### config.mk
export PLATFORM = sky130hd
export DESIGN_NAME = dm_arbiter
export DESIGN_NICKNAME = d
export VERILOG_FILES = /design/src/rtl/dm_arbiter.sv
export SDC_FILE = /design/constraint.sdc
export NUM_CORES = 1
export LEC_CHECK = 0
export BUFFER_PORTS_ARGS = -buffer_cell sky130_fd_sc_hd__buf_2
export CORE_MARGIN = 1.5
export CORE_UTILIZATION = 27
export DETAILED_ROUTE_END_ITERATION = 10
export GPL_TIMING_DRIVEN = 0
export PLACE_DENSITY_LB_ADDON = 0.3
export REMOVE_ABC_BUFFERS = 1
export SYNTH_ARGS = -nofsm -noshare
export SYNTH_HDL_FRONTEND = slang
export SYNTH_SLANG_ARGS = --single-unit
### constraint.sdc
create_clock -name clk -period 1.6 [get_ports clk]
set_input_delay 0 -clock clk [delete_from_list [all_inputs] [get_ports clk]]
set_output_delay 0 -clock clk [all_outputs]
set_load 0.01 [all_outputs]
### src/rtl/dm_arbiter.sv
// rtl/dm_arbiter.sv - round-robin arbiter sharing one data-memory port between cores
module dm_arbiter #(
    parameter int NUM_CORES = 4,
    parameter int ADDR_W    = 16,
    parameter int DATA_W    = 16,
    parameter int MEM_LAT   = 2
) (
    input  logic                        clk,
    input  logic                        rst,
    input  logic [NUM_CORES-1:0]        req,
    input  logic [NUM_CORES-1:0]        we,
    input  logic [NUM_CORES*ADDR_W-1:0] addr,
    input  logic [NUM_CORES*DATA_W-1:0] wdata,
    output logic [NUM_CORES-1:0]        grant,
    output logic [NUM_CORES-1:0]        done,
    output logic [DATA_W-1:0]           rdata,
    output logic                        mem_en,
    output logic                        mem_we,
    output logic [ADDR_W-1:0]           mem_addr,
    output logic [DATA_W-1:0]           mem_wdata,
    input  logic [DATA_W-1:0]           mem_rdata
);
    localparam int PTR_W = (NUM_CORES > 1) ? $clog2(NUM_CORES) : 1;
    localparam int CNT_W = (MEM_LAT > 1) ? $clog2(MEM_LAT) : 1;
    localparam logic [CNT_W-1:0] CNT_LAST = CNT_W'(MEM_LAT - 1);
    localparam logic [PTR_W-1:0] PTR_MAX  = PTR_W'(NUM_CORES - 1);
    localparam logic [PTR_W:0]   NUM_EXT  = (PTR_W+1)'(NUM_CORES);
    localparam logic [NUM_CORES-1:0] ONE_HOT0 = {{(NUM_CORES-1){1'b0}}, 1'b1};

    typedef enum logic [1:0] {S_IDLE, S_BUSY, S_DONE} state_t;

    state_t                 state_q, state_d;
    logic [PTR_W-1:0]       idx_q, idx_d;
    logic [PTR_W-1:0]       ptr_q, ptr_d;
    logic [CNT_W-1:0]       cnt_q, cnt_d;
    logic [NUM_CORES-1:0]   grant_q, grant_d;
    logic [NUM_CORES-1:0]   done_q, done_d;
    logic [DATA_W-1:0]      rdata_q, rdata_d;
    logic                   mem_en_q, mem_en_d;
    logic                   mem_we_q, mem_we_d;
    logic [ADDR_W-1:0]      mem_addr_q, mem_addr_d;
    logic [DATA_W-1:0]      mem_wdata_q, mem_wdata_d;

    logic [ADDR_W-1:0]      addr_a  [NUM_CORES];
    logic [DATA_W-1:0]      wdata_a [NUM_CORES];
    logic [PTR_W-1:0]       win;
    logic                   win_vld;
    logic [PTR_W:0]         cand;

    always_comb begin
        for (int i = 0; i < NUM_CORES; i++) begin
            addr_a[i]  = addr[i*ADDR_W +: ADDR_W];
            wdata_a[i] = wdata[i*DATA_W +: DATA_W];
        end
    end

    // Scan from the farthest offset back to ptr so the nearest requester wins last.
    always_comb begin
        win     = '0;
        win_vld = 1'b0;
        cand    = '0;
        for (int j = NUM_CORES - 1; j >= 0; j--) begin
            cand = {1'b0, ptr_q} + (PTR_W+1)'(j);
            if (cand >= NUM_EXT) begin
                cand = cand - NUM_EXT;
            end
            if (req[cand[PTR_W-1:0]]) begin
                win     = cand[PTR_W-1:0];
                win_vld = 1'b1;
            end
        end
    end

    always_comb begin
        state_d     = state_q;
        idx_d       = idx_q;
        ptr_d       = ptr_q;
        cnt_d       = cnt_q;
        grant_d     = grant_q;
        done_d      = done_q;
        rdata_d     = rdata_q;
        mem_en_d    = mem_en_q;
        mem_we_d    = mem_we_q;
        mem_addr_d  = mem_addr_q;
        mem_wdata_d = mem_wdata_q;
        case (state_q)
            S_IDLE: begin
                if (win_vld) begin
                    state_d     = S_BUSY;
                    idx_d       = win;
                    grant_d     = ONE_HOT0 << win;
                    mem_en_d    = 1'b1;
                    mem_we_d    = we[win];
                    mem_addr_d  = addr_a[win];
                    mem_wdata_d = wdata_a[win];
                    cnt_d       = '0;
                end
            end
            S_BUSY: begin
                if (cnt_q == CNT_LAST) begin
                    if (!mem_we_q) begin
                        rdata_d = mem_rdata;
                    end
                    mem_en_d = 1'b0;
                    mem_we_d = 1'b0;
                    done_d   = ONE_HOT0 << idx_q;
                    cnt_d    = '0;
                    state_d  = S_DONE;
                end else begin
                    cnt_d = cnt_q + 1'b1;
                end
            end
            S_DONE: begin
                grant_d = '0;
                done_d  = '0;
                ptr_d   = (idx_q == PTR_MAX) ? '0 : idx_q + 1'b1;
                state_d = S_IDLE;
            end
            default: state_d = S_IDLE;
        endcase
    end

    always_ff @(posedge clk or posedge rst) begin
        if (rst) begin
            state_q     <= S_IDLE;
            idx_q       <= '0;
            ptr_q       <= '0;
            cnt_q       <= '0;
            grant_q     <= '0;
            done_q      <= '0;
            rdata_q     <= '0;
            mem_en_q    <= 1'b0;
            mem_we_q    <= 1'b0;
            mem_addr_q  <= '0;
            mem_wdata_q <= '0;
        end else begin
            state_q     <= state_d;
            idx_q       <= idx_d;
            ptr_q       <= ptr_d;
            cnt_q       <= cnt_d;
            grant_q     <= grant_d;
            done_q      <= done_d;
            rdata_q     <= rdata_d;
            mem_en_q    <= mem_en_d;
            mem_we_q    <= mem_we_d;
            mem_addr_q  <= mem_addr_d;
            mem_wdata_q <= mem_wdata_d;
        end
    end

    assign grant     = grant_q;
    assign done      = done_q;
    assign rdata     = rdata_q;
    assign mem_en    = mem_en_q;
    assign mem_we    = mem_we_q;
    assign mem_addr  = mem_addr_q;
    assign mem_wdata = mem_wdata_q;
endmodule

# After elaboration in Yosys (flattened, before gate mapping)
# Cells that the tools add are included.
classes:
  add_sub_neg: 9
  n_shift: 2
  eq_ne: 5
  n_reduce_logical: 11
  bitwise: 2
  order_cmp: 10
  mux: 44
op_table:
  columns: ["op", "count"]
  rows:
  - ["16-bit binary-select mux with 2-bit select", 2]
  - ["16-bit two-way mux", 4]
  - ["2-bit two-way mux", 11]
  - ["4-bit one-hot mux with 2 select lines", 2]
  - ["2-bit by 3-bit < comparator with 1-bit output, second input constant", 5]
  - ["1-bit two-way mux", 14]
  - ["3-bit >= comparator, second input constant", 4]
  - ["1-bit binary-select mux with 2-bit select", 5]
  - ["2-bit AND reduction", 5]
  - ["4-bit two-way mux", 2]
  - ["1-bit by 2-bit left shift with 4-bit output, first input constant", 2]
  - ["2-bit by 1-bit subtractor with 2-bit output, second input constant", 4]
  - ["2-bit by 2-bit adder with 3-bit output, second input constant", 2]
  - ["1-bit one-hot mux with 2 select lines", 3]
  - ["3-bit AND reduction", 2]
  - ["2-bit nonzero test", 3]
  - ["2-bit == test, second input constant", 2]
  - ["2-bit inequality test, second input constant", 2]
  - ["2-bit one-hot mux with 2 select lines", 1]
  - ["2-bit by 1-bit adder with 3-bit output, second input constant", 1]
  - ["2-bit by 3-bit >= comparator with 1-bit output, second input constant", 1]
  - ["2-bit NOT with 3-bit output", 1]
  - ["2-bit by 1-bit adder with 2-bit output, second input constant", 1]
  - ["2-bit by 1-bit == test with 1-bit output, second input constant", 1]
  - ["other kinds (3)", 3]
totals:
  elab_cells: 94
  ff_bits: 65

# Depth between registers and ports, before layout
# Gate-level depths: netlist of the first run.
logic_depth:
  word_depth: 13
  mapped_depth: 8
  ltp_nobuf: 5

# Worst setup path after synthesis of the first run
# OpenSTA, ideal clock, no wires.
synth_timing:
  path_kind: "reg-to-reg"
  from: "register state_q[0]"
  to: "register rdata_q[0], in the netlist rdata[0]"
  arrival_ns: 1.628
  setup_time_ns: 0.125
  slack_ns: -0.153
  synth_period_minus_slack_ns: 1.753
  stages_incl_launch_ff: 5
  cell_sequence: "dfrtp_1 clkinv_1 nor4_2 buf_4 mux2_2"
synth_between:
  elab_chain_len: 2
synth_lines:
  columns: ["item", "line", "rtl"]
  rows:
  - ["start, declared", "32", "state_t state_q, state_d;"]
  - ["start signal, assigned", "137", "state_q <= state_d;"]
  - ["2-bit by 1-bit == test with 1-bit output", "86", "case (state_q)"]
  - ["3-bit AND reduction (no source line)", null, null]
  - ["end signal, assigned", "143", "rdata_q <= rdata_d;"]
  - ["end, declared", "38", "logic [DATA_W-1:0] rdata_q, rdata_d;"]
# No other way between the ends.
# A chain may end at the register's enable or synchronous reset.

# Final worst setup path of the first run
layout_timing:
  from: "register ptr_q[0]"
  to: "register mem_wdata_q[8], in the netlist mem_wdata[8]"
layout_between:
  elab_chain_len: 13
  elab_cells_between_ends: 36
layout_lines:
  columns: ["item", "line", "rtl"]
  rows:
  - ["start, declared", "34", "logic [PTR_W-1:0] ptr_q, ptr_d;"]
  - ["start signal, assigned", "139", "ptr_q <= ptr_d;"]
  - ["2-bit by 2-bit adder with 3-bit output", "63", "cand = {1'b0, ptr_q} + (PTR_W+1)'(j);"]
  - ["3-bit >= comparator / 2-bit by 1-bit subtractor with 2-bit output (equally long branches)", "64, 65", null]
  - ["2-bit two-way mux", "64", "if (cand >= NUM_EXT) begin"]
  - ["1-bit binary-select mux with 2-bit select", "67", "if (req[cand[PTR_W-1:0]]) begin"]
  - ["1-bit two-way mux (not written as such)", "67", null]
  - ["2-bit two-way mux (4 in series)", "67", null]
  - ["2-bit NOT with 3-bit output (not written as such)", "95", "mem_wdata_d = wdata_a[win];"]
  - ["16-bit binary-select mux with 2-bit select", "95", null]
  - ["16-bit two-way mux (not written as such) (2 in series)", "95", null]
  - ["end signal, assigned", "147", "mem_wdata_q <= mem_wdata_d;"]
  - ["end, declared", "42", "logic [DATA_W-1:0] mem_wdata_q, mem_wdata_d;"]
# Parallel ways exist; a longest one is shown, timed or not. The select of a mux whose other input is x is not followed.

==> qor.yml, run 1 <==
outcome:
  status: "complete, but fails checks"
  violations: "negative setup slack"
synth:
  synth.avg_cell_area_um2: 9.43
  synth_warnings: 0
  ys_seq_area_frac: 0.440
  synth_edf_count: 0
  synthMuxAreaShare: 0.0572
  synth_compound_area_frac: 0.297
  synthXorXnorAreaFrac: 0
  synth_top_family_by_area: "compound AO/OA/AOI/OAI gates"
  synth_flop_cell: "dfrtp_1"
  async_flop_share: 1.00
  synth_fa_ha_area_frac: 0.0135
  ys_ff_latch: 65
  synth_simple_gate_area_frac: 0.142
  synthCells: 392
  ys_types: 39
  synth_area_um2: 3700
drt:
  postRouteWirelength_um: 16300
  num_vias: 4398
  dr.first_iter.drc_count: 261
  post_drt_wl_per_cell_um: 19.1
  vias_per_cell: 5.14
  drc_errors: 0
  firstDrtPassIters: 4
  drt.antenna.violating_nets: 0
die:
  fp.dieW_um: 120
  rows: 42
  die_area_um2: 14400
  coreArea_um2: 13300
  start_util: 0.278
  io_pins: 212
  die_h_um: 120
grt:
  grt_pass1_wl_um: 22200
  grt_pass1_vias: 4303
  grt_overflow: 0
  grt_antenna_before_repair: 0
  grtUsageTotal: 0.202
  grt_max_degree: 34
cells_and_area:
  nets: 832
  multi_input_area_um2: 2450
  fill_cells: 1232
  fin_area_um2: 6520
  area_growth_pct: 76.3
  num_antenna_cells: 0
  drive_gt1_frac: 0.554
  regArea_um2: 1630
clock_tree:
  cts_buffer_depth: 2
  root_buffer: "clkbuf_16"
  cts_buffers: 9
  clk_latency_ns: 0.33
  cts_sinks: 65
  cts_max_level: 3
  clk_pin_slew_ns: 0.06
  cts_tree: "done"
placement:
  place_ws_ns: -0.961
  dp_hpwl_um: 8280
  io_buffers: 211
  place_congestion: 0.731
  place_area_um2: 4910
worst_setup_path:
  max_stage_delay_ns: 0.68
  end_kind: "register"
  worstPathMaxFanout: 8
  worstPathArrival_ns: 2.03
  crit_type: "register to register"
  cp.required_ns: 1.81
  start_kind: "register"
  critPathSlowestCell: "or4_4"
  crit_chain: "nor2b_4, or4_4, and3_4, o21ai_2, a31oi_1"
pwr:
  ir_drop_v: 0.000573
  p_per_area_nw_per_um2: 1880
  power.leakage_nw: 2.99
sta:
  tns_ns: -4.41
  setup_violations: 34
  fmax_ghz: 0.551
  worstMarginPinSlew_ns: 0.745
  rsz0062_at_grt: "true"
  slew_headroom: 0.499
  min_period_ns: 1.81
  clock_skew_ns: 0.00432
  final.period_utilization: 1.13
  finalMaxSlewViolations: 0
  fin_ws_ns: -0.214
  hold_viol: 0
flow_run:
  max-cap-violations: 0
min_path:
  hp-class: "input pin to register"
-- synth_stat cells, types with 2 or more instances --
cell	count	area, um^2
a21boi_1	6	45.0
o21ai_0	19	95.1
o221ai_1	2	17.5
o21ai_1	26	130
a31oi_1	33	206
inv_1	5	18.8
clkbuf_1	19	71.3
a22oi_1	36	270
nor2_1	36	135
nor3_1	2	10.0
mux2i_1	2	20.0
dfrtp_1	65	1630
a21boi_2	7	78.8
and3_1	28	175
mux2_2	17	191
a21boi_0	15	113
a21o_1	8	60.1
nor4_1	2	12.5
nand2b_1	4	25.0
nor2b_1	2	12.5
buf_6	3	33.8
o31ai_1	2	15.0
ha_1	4	50.1
nand2_1	18	67.6
nand3_1	5	25.0
buf_1	2	7.51
buf_2	9	45.0
a21oi_1	4	20.0
-- kinds of logic (layout without fill, tap and decap cells) --
group | count (synthesis) | count (layout)
buf+inv | 40 | 310
flops | 65 | 65
fa+ha+maj | 4 | 4
mux | 19 | 19
simple gates | 102 | 110
compound gates | 162 | 171
-- what timing repair did --
item	in CTS	in global routing
hold buffers	32	0
endpoints found under the hold margin	62	0
cloned	9	8
pin swaps	8	42
setup endpoints to repair	55	54
resized for setup	33	85
setup buffers	18	20
-- layout by cell type (no fill, tap or decap), types with 11 or more instances in the layout --
master         synthesis  layout
buf_2                  9     211
dfrtp_1               65      61
nor2_1                36      34
a22oi_1               36      32
a31oi_1               33      32
dlygate4sd3_1          0      32
buf_4                  1      26
o21ai_1               26      21
nand2_1               18      18
mux2_2                17      17
and3_4                 0      16
a21boi_1               6      15
o21ai_2                0      13
and3_1                28      12
a21boi_2               7      11
-- report_power, final --
part           internal, mW  leakage, nW  switching, mW
clock                  1.53        0.163          0.773
combinational          3.22         2.07           3.71
sequential             2.50        0.761          0.543
-- area by class of cell --
| type | instances | area share |
|---|---|---|
| Clock buffer | 10 | 0.0351 |
| Clock inverter | 6 | 0.0177 |
| Inverter | 6 | 0.00422 |
| Multi-Input combinational cell | 304 | 0.376 |
| Sequential cell | 65 | 0.250 |
| Tap cell | 176 | 0.0338 |
| Timing Repair Buffer | 288 | 0.283 |
-- stage by stage --
step | util | total power [mW] | hold WS [ns] | instances
after floorplan | - | 5.78 | 0.152 | 358
after global placement | 0.362 | 7.22 | 0.235 | 745
after detailed placement | 0.369 | 7.93 | 0.152 | 752
after CTS | 0.448 | 11.2 | 0.000239 | 827
after global routing | 0.490 | 13.1 | 0.00673 | 855
final | 0.490 | 12.3 | 0.00395 | 855
-- critical path: cells and delay by family (launching register included) --
kind	cells	cell delay, ns
simple gates	3	0.98
flops	1	0.48
compound gates	2	0.22
-- flip-flops by register name, summed over array words and instances (netlist names) --
register / count
grant: 4
mem_en: 1
rdata: 16
state_q: 2
done: 4
mem_wdata: 16
cnt_q: 1
idx_q: 2
mem_addr: 16
ptr_q: 2
mem_we: 1
-- routing by layer --
| metal | global-route usage | vias up | share of wire |
|---|---|---|---|
| met3 | 0.0404 | 20 | 0.058 |
| li1 | - | 2079 | - |
| met4 | 0.0491 | 0 | 0.015 |
| met2 | 0.368 | 185 | 0.52 |
| met5 | 0 | - | 0 |
| met1 | 0.241 | 2114 | 0.41 |
-- worst paths after layout --
check,from,cells after the start,to,slack [ns]
worst min-delay path,wdata[0],3,mem_wdata[0]$_DFFE_PP0P_,0.004
worst min register to register,mem_en$_DFFE_PP0P_,1,mem_en$_DFFE_PP0P_,0.49
worst max-delay path,ptr_q[0]$_DFFE_PP0P_,5,mem_wdata[8]$_DFFE_PP0P_,-0.21
worst max register to register,ptr_q[0]$_DFFE_PP0P_,5,mem_wdata[8]$_DFFE_PP0P_,-0.21
min in group asynchronous,rst,3,rdata[7]$_DFFE_PP0P_,0.33
max in group asynchronous,rst,4,ptr_q[1]$_DFFE_PP0P_,0.64
No activity file was read; power rests on OpenSTA's default activity.
==> run 2: changes to the inputs <==
HOLD_SLACK_MARGIN = 0.08   (was not set)
SETUP_SLACK_MARGIN = 0.05   (was not set)
==> qor.yml, run 2 (synthesized netlist as in run 1, its figures left out) <==
die:
  rows: 42  # unchanged
  io_pins: 212  # unchanged
  coreArea_um2: 13300  # unchanged
  start_util: 0.278  # unchanged
  die_area_um2: 14400  # unchanged
  die_h_um: 120  # unchanged
  fp.dieW_um: 120  # unchanged
flow_run:
  max-cap-violations: 0  # unchanged
worst_setup_path:
  worstPathMaxFanout: 8  # unchanged
  cp.required_ns: 1.81  # about the same
  worstPathArrival_ns: 2.01  # -0.02 ns
  crit_path_start: "ptr_q[1]$_DFFE_PP0P_"
  start_kind: "register"
  crit_type: "register to register"
  r2r_start: "ptr_q[1]$_DFFE_PP0P_"
  end_kind: "register"
clock_tree:
  root_buffer: "clkbuf_16"
  cts_max_level: 3  # unchanged
  cts_tree: "done"
  cts_sinks: 65  # unchanged
  clk_latency_ns: 0.33  # about the same
  clk_pin_slew_ns: 0.06  # about the same
  cts_buffers: 9  # unchanged
  cts_buffer_depth: 2  # unchanged
pwr:
  power_mw: 12.5  # +1.7%
  p_per_area_nw_per_um2: 1750  # -7.0%
  p_clk_frac: 0.184  # -0.004
  power.leakage_nw: 3.23  # +8.0%
  power_frac_comb: 0.570  # +0.005
  switchingPower_mw: 5.09  # +1.2%
  internal-power_mw: 7.40  # +2.0%
  p_seq_frac: 0.246  # -0.002
  power.share.switching: 0.407  # -0.00202
  ir_drop_v: 0.000569  # -0.56%
cells_and_area:
  mostFrequentLayoutCell: "buf_2"
  area_growth_pct: 92.9
  drive_gt1_frac: 0.516  # -0.0382
  fin_area_um2: 7130  # +9.4%
  nets: 890  # +7.0%
  fin_cells: 913  # +6.8%
  fill_cells: 1164  # -5.5%
  final_cell_mix: "buf_2, dlygate4sd3_1, dfrtp_1, nor2_1, a22oi_1"
  num_antenna_cells: 0  # unchanged
sta:
  rsz0062_at_grt: "true"
  clock_skew_ns: 0.00339  # -0.000938 ns
  hold_viol: 0  # unchanged
  final.period_utilization: 1.13  # -0.00811
  fmax_ghz: 0.555  # +0.72%
  min_period_ns: 1.80  # -0.0130 ns
  fin_ws_ns: -0.201  # +0.0130 ns
  worst_hold_slack_ns: 0.102  # +0.0978 ns
  finalMaxSlewViolations: 0  # unchanged
  worstMarginPinSlew_ns: 0.717  # -0.0286 ns
  setup_violations: 35  # +2.9%
  slew_headroom: 0.518  # +0.0192
grt:
  grtUsageTotal: 0.219  # +0.0172
  grt_pass1_wl_um: 24200  # +9.1%
  grt_pass1_vias: 4845  # +13%
  grt_overflow: 0  # unchanged
  grt_antenna_before_repair: 0  # unchanged
  grt_max_degree: 34  # unchanged
drt:
  num_vias: 4789  # +8.9%
  vias_per_cell: 5.25  # +2.0%
  dr.first_iter.drc_count: 240  # -8.0%
  postRouteWirelength_um: 17800  # +9.1%
  drt.antenna.violating_nets: 0  # unchanged
  firstDrtPassIters: 4  # unchanged
  post_drt_wl_per_cell_um: 19.5  # +2.2%
  drc_errors: 0  # unchanged
placement:
  dp_cells: 752  # unchanged
  place_congestion: 0.731  # unchanged
  io_buffers: 211  # unchanged
  place_area_um2: 4910  # unchanged
  place_ws_ns: -0.961  # unchanged
  dp_hpwl_um: 8280  # unchanged
min_path:
  hp-class: "input pin to register"
  hold_start: "wdata[32]"
outcome:
  violations: "negative setup slack"
  status: "complete, but fails checks"
[run 2: metal layers]
layer,wire length (um),vias to the layer above,track usage
met1,6890,2275,0.246
met5,0,-,0
met2,9010,256,0.400
met4,738,0,0.0833
met3,1200,63,0.0494
li1,-,2195,-
[run 2: worst paths after layout]
| kind | endpoint | slack [ns] | depth (start not counted) |
|---|---|---|---|
| max | mem_addr[5]$_DFFE_PP0P_ | -0.20 | 5 |
| min | mem_wdata[0]$_DFFE_PP0P_ | 0.10 | 4 |
| max reg2reg | mem_addr[5]$_DFFE_PP0P_ | -0.20 | 5 |
| min reg2reg | mem_en$_DFFE_PP0P_ | 0.49 | 1 |
| max in group asynchronous | ptr_q[1]$_DFFE_PP0P_ | 0.61 | 4 |
| min in group asynchronous | rdata[7]$_DFFE_PP0P_ | 0.35 | 3 |
[run 2: cell type report]
| type | instances | area (um^2) | share of cell area |
|---|---|---|---|
| multi-input combinational | 303 | 2470 | 0.346 |
| clock buffer | 10 | 229 | 0.0321 |
| clock inverter | 6 | 115 | 0.0161 |
| timing repair buffer | 347 | 2430 | 0.342 |
| tap | 176 | 220 | 0.0309 |
| inverter | 6 | 31.3 | 0.00439 |
| sequential | 65 | 1630 | 0.229 |
[run 2: metrics by stage]
stage	TNS [ns]	utilization
6_report	-5.38	0.536
3_3_place_gp	-278.98	0.362
4_1_cts	-4.81	0.496
3_5_place_dp	-35.95	0.369
2_1_floorplan	-136.16	-
5_1_grt	-7.61	0.536
[run 2: repair_timing]
item,4_1_cts,5_1_grt
endpoints found under the setup margin,55,54
hold buffers,95,0
buffers inserted,18,15
gates cloned,9,8
gates resized for setup,36,79
hold endpoints to repair,81,0
pin swaps,8,46
[run 2: power by group through the flow]
stage | registers, mW | logic [mW] | clock network, mW
6_report | 3.08 | 7.11 | 2.30
3_3_place_gp | 2.97 | 4.25 | 0
4_1_cts | 3.07 | 5.93 | 2.34
2_1_floorplan | 3.35 | 2.43 | 0
5_1_grt | 3.20 | 7.67 | 2.41
3_5_place_dp | 3.05 | 4.88 | 0
[run 2: critical path, cell delays in order (launching register included)]
cell and delay (ns):
dfrtp_2 0.46, buf_6 0.16, or4_4 0.64, and3_1 0.21
o21ai_1 0.11, a31oi_1 0.10
